File: src/rtl/note_arbiter_if.sv
// Keyboard-to-display handshake bundle for the note arbiter.
// The key source and frame timing drive it; the arbiter answers with the displayed note.
interface note_arbiter_if #(
    parameter int NKEYS = 48
) ();
    logic [NKEYS-1:0] key_down;
    logic             frame_start;
    logic [5:0]       arbiter;
    logic             note_valid;
    logic             note_change;
    logic             busy;

    modport master (
        output key_down,
        output frame_start,
        input  arbiter,
        input  note_valid,
        input  note_change,
        input  busy
    );

    modport slave (
        input  key_down,
        input  frame_start,
        output arbiter,
        output note_valid,
        output note_change,
        output busy
    );
endinterface

File: src/rtl/note_arbiter.sv
// Last-note-priority key arbiter: tracks the most recently pressed key, falls back to a
// linear scan of held keys on release, and presents the result tear-free at frame start.
module note_arbiter #(
    parameter int         NKEYS     = 48,
    parameter logic [5:0] IDLE_CODE = 6'd63
) (
    input  logic          clk,
    input  logic          rst,
    note_arbiter_if.slave bus
);

    localparam logic [5:0] LAST_IDX = 6'(NKEYS - 1);

    typedef enum logic [1:0] {
        ST_IDLE,
        ST_HOLD,
        ST_SCAN
    } state_t;

    state_t           state_reg, state_next;
    logic [5:0]       cur_reg, cur_next;
    logic [5:0]       idx_reg, idx_next;
    logic [NKEYS-1:0] key_q_reg;
    logic [NKEYS-1:0] rise;
    logic             rise_any;
    logic [5:0]       rise_idx;
    logic [63:0]      key_ext;

    logic [5:0]       arbiter_reg;
    logic             note_valid_reg;
    logic             note_change_reg;

    // Zero-extended view so a 6-bit index can never select a nonexistent key.
    assign key_ext = 64'(bus.key_down);

    genvar gi;
    generate
        for (gi = 0; gi < NKEYS; gi++) begin : g_rise
            assign rise[gi] = bus.key_down[gi] & ~key_q_reg[gi];
        end
    endgenerate

    assign rise_any = |rise;

    // Lowest rising index wins when several keys go down in the same cycle.
    always_comb begin
        rise_idx = '0;
        for (int i = NKEYS - 1; i >= 0; i--) begin
            if (rise[i]) begin
                rise_idx = 6'(i);
            end
        end
    end

    always_comb begin
        state_next = state_reg;
        cur_next   = cur_reg;
        idx_next   = idx_reg;
        case (state_reg)
            ST_IDLE: begin
                if (rise_any) begin
                    cur_next   = rise_idx;
                    state_next = ST_HOLD;
                end
            end
            ST_HOLD: begin
                if (rise_any) begin
                    cur_next = rise_idx;
                end else if (!key_ext[cur_reg]) begin
                    state_next = ST_SCAN;
                    idx_next   = '0;
                end
            end
            ST_SCAN: begin
                // A fresh press beats whatever the scan might find.
                if (rise_any) begin
                    cur_next   = rise_idx;
                    state_next = ST_HOLD;
                    idx_next   = '0;
                end else if (key_ext[idx_reg]) begin
                    cur_next   = idx_reg;
                    state_next = ST_HOLD;
                    idx_next   = '0;
                end else if (idx_reg == LAST_IDX) begin
                    cur_next   = IDLE_CODE;
                    state_next = ST_IDLE;
                    idx_next   = '0;
                end else begin
                    idx_next = idx_reg + 6'd1;
                end
            end
            default: begin
                cur_next   = IDLE_CODE;
                state_next = ST_IDLE;
                idx_next   = '0;
            end
        endcase
    end

    always_ff @(posedge clk) begin
        if (rst) begin
            state_reg <= ST_IDLE;
            cur_reg   <= IDLE_CODE;
            idx_reg   <= '0;
            key_q_reg <= '0;
        end else begin
            state_reg <= state_next;
            cur_reg   <= cur_next;
            idx_reg   <= idx_next;
            key_q_reg <= bus.key_down;
        end
    end

    // Display side only moves at frame start, using cur as it stood before this edge.
    always_ff @(posedge clk) begin
        if (rst) begin
            arbiter_reg     <= IDLE_CODE;
            note_valid_reg  <= 1'b0;
            note_change_reg <= 1'b0;
        end else if (bus.frame_start) begin
            arbiter_reg     <= cur_reg;
            note_valid_reg  <= (cur_reg != IDLE_CODE);
            note_change_reg <= (cur_reg != arbiter_reg);
        end else begin
            note_change_reg <= 1'b0;
        end
    end

    assign bus.arbiter     = arbiter_reg;
    assign bus.note_valid  = note_valid_reg;
    assign bus.note_change = note_change_reg;
    assign bus.busy        = (state_reg == ST_SCAN);

endmodule

File: src/flat_wrapper.sv
// flat-port wrapper written by rule: the top's interface ports become plain ports
module note_arbiter_flat 
#(
    parameter int         NKEYS     = 48,
    parameter logic [5:0] IDLE_CODE = 6'd63
)
  (clk, rst, bus_key_down, bus_frame_start, bus_arbiter, bus_note_valid, bus_note_change, bus_busy);
  note_arbiter_if #(.NKEYS(NKEYS)) bus_i ();
  input  logic clk;
  input  logic rst;
  input wire logic [$bits(bus_i.key_down)-1:0] bus_key_down;
  input wire logic [$bits(bus_i.frame_start)-1:0] bus_frame_start;
  output wire logic [$bits(bus_i.arbiter)-1:0] bus_arbiter;
  output wire logic [$bits(bus_i.note_valid)-1:0] bus_note_valid;
  output wire logic [$bits(bus_i.note_change)-1:0] bus_note_change;
  output wire logic [$bits(bus_i.busy)-1:0] bus_busy;
  assign bus_i.key_down = bus_key_down;
  assign bus_i.frame_start = bus_frame_start;
  assign bus_arbiter = bus_i.arbiter;
  assign bus_note_valid = bus_i.note_valid;
  assign bus_note_change = bus_i.note_change;
  assign bus_busy = bus_i.busy;
  note_arbiter #(.NKEYS(NKEYS), .IDLE_CODE(IDLE_CODE)) u_core (.clk(clk), .rst(rst), .bus(bus_i));
endmodule
File: config.mk
export PLATFORM = sky130hd
export DESIGN_NAME = note_arbiter_flat
export DESIGN_NICKNAME = d
export VERILOG_FILES = /design/src/rtl/note_arbiter_if.sv /design/src/rtl/note_arbiter.sv /design/src/flat_wrapper.sv
export SDC_FILE = /design/constraint.sdc
export NUM_CORES = 1
export LEC_CHECK = 0
export ABC_AREA = 1
export BUFFER_PORTS_ARGS = -buffer_cell sky130_fd_sc_hd__clkbuf_2
export CORE_ASPECT_RATIO = 0.9
export CORE_UTILIZATION = 57
export DETAILED_ROUTE_END_ITERATION = 7
export GPL_TIMING_DRIVEN = 1
export PLACE_DENSITY = 0.77
export SYNTH_ARGS = -nofsm -noshare
export SYNTH_HDL_FRONTEND = slang
export SYNTH_SLANG_ARGS = --single-unit
File: constraint.sdc
create_clock -name clk -period 3.87 [get_ports clk]
set_clock_uncertainty 0.15 [all_clocks]
set_input_delay 0.387 -clock clk [delete_from_list [all_inputs] [get_ports clk]]
set_output_delay 0.387 -clock clk [all_outputs]
set_load 0.05 [all_outputs]
# Yosys cells after proc, flatten, opt, wreduce, memory -nomap -nowiden
# Index checks and enable logic that the tools add are counted.
# classes
mux,70
magnitude_cmp,2
n_addsub,1
n_eq_ne,10
n_reduce_logical,7
bitwise,98
# op_table
cell,n
6-bit 2-to-1 mux,57
1-bit NOT,50
1-bit AND,48
48-bit OR reduction,1
6-bit one-hot mux with 3 select lines,1
6-bit by 7-bit less-than comparator with 1-bit output (second input constant),2
1-bit binary-select mux with 6-bit select,2
2-bit 2-to-1 mux,6
6-bit one-hot mux with 2 select lines,1
6-bit by 1-bit adder with 6-bit output (second input constant),1
6-bit equality test (second input constant),1
6-bit != test,1
6-bit != test (second input constant),1
2-bit one-hot mux with 3 select lines,1
2-bit by 1-bit != test with 1-bit output (second input constant),2
2-bit != test (second input constant),2
4-bit by 1-bit != test with 1-bit output (second input constant),1
4-bit AND reduction,1
2-bit OR reduction,2
3-bit AND reduction,1
2-bit by 1-bit equality test with 1-bit output (second input constant),1
2-bit equality test (second input constant),1
2-bit logical NOT,1
1-bit 2-to-1 mux,2
2-bit AND reduction,1
# totals
out_inout_bits,9
elab_cells,195
reg_bits,70
inputBits,51

# Longest topological paths before layout
# depth
depth_word,52
ltp_mapped,52
ltp_nobuf,52

# Worst setup path before layout
# Ideal clock, no wire load.
# synth_path
kind,in2reg
start,input bus_key_down[44]
end,register u_core.cur_reg[0]
n_path_buf,0
required_time_ns,3.605
path_slack_ns,0.950
t_arrival_ns,2.656
path_stages,50
cell_sequence,inv_1 > or2_4 > nand2_1 > nand2_1 > nand2_1 > nand2_1 > nand2_1 > nand2_1 > nand2_1 > nand2_1 > nand2_1 > nand2_1 > nand2_1 > nand2_1 > nand2_1 > nand2_1 > nand2_1 > nand2_1 > (+14 left out) > nand2_1 > nand2_1 > nand2_1 > nand2_1 > nand2_1 > nand2_1 > nand2_1 > nand2_1 > nand2_1 > nand2_1 > nand2_1 > nand2_1 > nand2_1 > nand2_1 > nand2_1 > nand2_1 > nand2_1 > nand2_1
# synth_via
elab_chain_cells,48
# synth_lines
element,line_no,rtl
"start, declared",flat_wrapper.sv:11,input wire logic [$bits(bus_i.key_down)-1:0] bus_key_down;
1-bit AND,note_arbiter.sv:39,assign rise[gi] = bus.key_down[gi] & ~key_q_reg[gi];
6-bit 2-to-1 mux (45 in series),note_arbiter.sv:49,if (rise[i]) begin
"6-bit 2-to-1 mux, on equally long branches","note_arbiter.sv:76, note_arbiter.sv:61, note_arbiter.sv:67",
6-bit one-hot mux with 2 select lines,note_arbiter.sv:59,case (state_reg)
"end signal, assigned",note_arbiter.sv:108,cur_reg <= cur_next;
"end, declared",note_arbiter.sv:21,"logic [5:0] cur_reg, cur_next;"
# Several ways; a longest one is shown, not always the timed one. The select of a mux whose other input is x is not followed.
# A chain may end at the register's enable or synchronous reset.

# Final worst setup path
# layout_path
start,register u_core.key_q_reg[44]
end,register u_core.cur_reg[0]
# layout_via
elab_chain_cells,49
# layout_lines
element,line_no,rtl
"start, declared",note_arbiter.sv:23,logic [NKEYS-1:0] key_q_reg;
"start signal, assigned",note_arbiter.sv:110,key_q_reg <= bus.key_down;
1-bit NOT *,note_arbiter.sv:39,
1-bit AND *,note_arbiter.sv:39,
6-bit 2-to-1 mux (45 in series),note_arbiter.sv:49,
"6-bit 2-to-1 mux, on equally long branches","note_arbiter.sv:76, note_arbiter.sv:61, note_arbiter.sv:67",
6-bit one-hot mux with 2 select lines,note_arbiter.sv:59,
# Mark *: on every way between the ends. The rest lies on a longest branch, timed or not. The select of a mux whose other input is x is not followed.

==> results.txt <==
----------------------------------------------------
[Outcome]
  Status ... completed

[Synthesis]
  Compound-Gate Fraction of Synth Area ... 21.56%
  Warnings, synthesis ... 0
  Synth async-reset ratio ... 0%
  Post-synthesis cell count ... 634
  Area share of xor/xnor cells in the synthesized design ... 0.4325%
  Main combinational cell family by area after synthesis ... simple AND/OR/NAND/NOR gates
  Synth Area in Simple Gates ... 32.78%
  Number of synthesized flops with an enable pin ... 0
  Syn avg cell area ... 6.388 µm²
  Fraction of the yosys area taken by sequential cells ... 34.60%
  Proportion of synthesized area in mux cells ... 0%
  Share of synthesized cell area in full adder, half adder and majority cells ... 0.3089%
  Library cells used by synthesis ... 35
  Seq cells post-synth ... 70
  Primary flip-flop cell chosen by synthesis mapping ... sky130_fd_sc_hd__dfxtp_1
  Netlist Area Pre-Place ... 4050 µm²
  Post-synthesis net count ... 686

[Cells and area]
  Flip-flop count of the largest register, all copies and words added ... 48
  Final Instance Count excl. Fillers ... 781
  Net count reported at finish ... 738
  Final Core Density ... 68.64%
  Fraction of layout cells with a size suffix above 1 ... 23.30%
  Antenna diodes ... 0
  Filler cell count in the final layout ... 630
  Layout-stage area growth over the synthesis result ... 13.99%

[Timing]
  Final critical-path share of the clock period ... 79.15%
  Setup Viol. Count Final ... 0
  Max-Slew Margin vs Limit ... 57.27%
  Final period demand of the worst path ... 3063 ps
  Setup TNS after final layout ... 0 ps
  Hold Vio Cnt, Final ... 0
  Slew Viols, Final ... 0
  Unrepaired setup endpoints after global routing ... false
  Achievable Freq ... 326.5 MHz
  Worst hold margin ... 103.3 ps
  Slew at the pin closest to its max-slew limit ... 641.0 ps

[Clock network]
  Clock edge transition at the registers on the reported setup and hold paths ... 80 ps
  H-tree levels ... 3
  Post-CTS resize count ... 0
  Root buffer selected by CTS ... sky130_fd_sc_hd__clkbuf_8
  Clk sinks ... 70
  CTS tree ... done
  Number of clock buffers inserted by TritonCTS ... 9
  Clock latency of the later-clocked register in the worst-skew pair ... 360 ps
  Post-cts hold buffer count ... 0
  Postcts setup bufs ... 0
  Longest Clk Path Bufs ... 2

[Pwr]
  Internal power component ... 1.241 mW
  Maximum VDD drop ... 324.7 µV
  Standby leakage power ... 2.262 nW
  Part of the power in registers ... 42.6%
  Combinational power share ... 24.6%
  Power density over the cells ... 401.4 nW/µm²
  Switching share of total power ... 33.03%
  Clock network fraction of total power ... 32.7%
  Power spent charging and discharging nets ... 0.6123 mW

[Detailed routing]
  Number of DRC violations after detailed-routing iteration 0 ... 398
  Average detailed-routed wire length per instance ... 14.67 µm
  Via density per instance ... 5.534
  Via count ... 4322
  Number of DRC violations after detailed routing ... 0
  Antenna violation net count after detailed routing ... 0
  Length of the first detailed-routing pass in iterations ... 5
  Detailed Route WL ... 11.46 mm

[Floorplan]
  Die width ... 90.86 µm
  Area of the die ... 7447 µm²
  Core Area ... 6726 µm²
  Initial core utilization ... 60.21%
  I/O Pins ... 60
  Site row count ... 28
  Vertical extent of the die ... 81.97 µm

[Global routing]
  Aggregate global-route resource usage ... 32.21%
  Maximum number of pins on one net before global-route repair ... 60
  Initial antenna violation count ... 0
  Total overflow reported by the global router ... 0
  Via count of the first global-routing pass ... 3865
  Global-route wire length before repair ... 18.42 mm

[Setup path]
  End of the worst register-to-register path ... u_core.cur_reg[0]
  Termination of the worst setup path ... u_core.cur_reg[0]
  Largest stage delay on the critical path ... 300 ps
  Critical path arrival ... 3170 ps
  Required time at the endpoint of the critical path ... 3980 ps
  Critical path capture point type ... flop
  Start of the worst register-to-register path ... u_core.key_q_reg[44]
  Critical path origin ... u_core.key_q_reg[44]
  Crit Path Max Fanout ... 3
  Worst-case register-to-register setup slack ... 810 ps
  Most Frequent Cell on Critical Path ... sky130_fd_sc_hd__nand2_1
  Crit path buf inv count ... 0
  Slowest cell on crit path ... sky130_fd_sc_hd__dfxtp_1
  Start-to-end type of the worst setup path ... flop to flop
  Largest delay contributor family on the critical path ... simple AND/OR/NAND/NOR gates
  Worst r2r path cells ... 49
  Worst Setup Start Kind ... flop
  Cell depth of the worst setup path ... 49

[Placement]
  Routability congestion estimate from global placement ... 0.9759
  Port-buffer cells ... 59
  Post-DP HPWL ... 8.241 mm
  Number of placed instances, taps included ... 765

[Job]
  # Max-Cap Violations ... 0

[Hold path]
  Class of the tightest hold or removal check ... input port to flop

----------------------------------------------------
==> worst min-delay path by stage <==
stage                               start               endpoint  slack (ps)  cells past startpoint
floorplan               u_core.cur_reg[5]  u_core.bus.arbiter[5]         340                      2
global placement    u_core.bus.arbiter[1]  u_core.bus.arbiter[1]         320                      2
detailed placement  u_core.bus.arbiter[1]  u_core.bus.arbiter[1]         330                      2
CTS                      bus_key_down[43]   u_core.key_q_reg[43]          90                      3
global route              bus_key_down[5]    u_core.key_q_reg[5]         100                      3
finish                   bus_key_down[43]   u_core.key_q_reg[43]         100                      3
==> synthesized netlist by cell type (all sizes together), types with 2 or more instances <==
| cell type | instances | area (µm²) |
|---|---|---|
| nand2 | 110 | 420.4 |
| nor2 | 96 | 360.4 |
| inv | 82 | 307.8 |
| dfxtp | 70 | 1401 |
| o21ai | 69 | 345.3 |
| a21oi | 67 | 335.3 |
| or2 | 45 | 356.6 |
| nand3 | 29 | 145.1 |
| clkbuf | 24 | 90.09 |
| o22ai | 7 | 43.79 |
| nor3 | 5 | 25.02 |
| a31oi | 4 | 25.02 |
| clkinv | 4 | 16.26 |
| o221ai | 3 | 26.28 |
| a221oi | 2 | 17.52 |
| o211ai | 2 | 15.01 |
| o31ai | 2 | 15.01 |
| xor2 | 2 | 17.52 |
==> per-layer routing <==
| layer | part of all wire, % | wire length (µm) | track usage, % |
|---|---|---|---|
| met5 | 0 | 0 | 0 |
| met4 | 3.5 | 406 | 13.17 |
| met3 | 9.1 | 1044 | 7.500 |
| met2 | 44 | 5004 | 52.12 |
| met1 | 44 | 5006 | 41.86 |
==> cell type report <==
cell class / count / area, µm² / share of cell area, %
Multi-Input combinational cell: 453 / 2231 / 48.32
Sequential cell: 70 / 1401 / 30.35
Timing Repair Buffer: 66 / 347.8 / 7.534
Inverter: 86 / 324.1 / 7.019
Clock buffer: 11 / 141.4 / 3.062
Tap cell: 90 / 112.6 / 2.439
Clock inverter: 5 / 58.81 / 1.274
==> power groups by stage <==
stage / Sequential [mW] / Combinational [mW] / Clock (mW)
floorplan: 0.817 / 0.303 / 0
global placement: 0.804 / 0.439 / 0
detailed placement: 0.807 / 0.446 / 0
CTS: 0.790 / 0.449 / 0.613
global route: 0.794 / 0.503 / 0.641
finish: 0.790 / 0.457 / 0.606
==> layout by cell type (no fill, tap or decap), drive strengths merged, types with 2 or more instances in the layout <==
master and instances:
o211ai 2, nor2 96, xor2 2, buf 7, or2 45, clkbuf 70, nand2 110, o221ai 3
a21oi 67, inv 82, o22ai 7, nor3 5, o31ai 2, o21ai 69, clkinvlp 2, clkinv 6
dfxtp 70, a31oi 4, a221oi 2, nand3 29
==> cells by family (layout without fill, tap and decap cells) <==
family / after synthesis / after routing
simple gates: 288 / 288
xor+xnor: 2 / 2
fa+ha+maj: 1 / 1
flops: 70 / 70
compound gates: 162 / 162
buf+inv: 111 / 168
==> metrics by stage <==
stage | worst slack (ps) | total power [mW] | area [µm²]
after CTS | 810.5 | 1.851 | 4617
after floorplan | 949.6 | 1.120 | 4050
final | 807.0 | 1.853 | 4617
after global placement | 602.5 | 1.243 | 4417
after global routing | 290.1 | 1.938 | 4617
after detailed placement | 578.4 | 1.252 | 4417
==> worst min-delay path: stages <==
cell                       delay (ps)
sky130_fd_sc_hd__clkbuf_2         100
sky130_fd_sc_hd__inv_2             50
sky130_fd_sc_hd__nor2_1            30
Note: power is estimated with default switching activity, not from simulation.
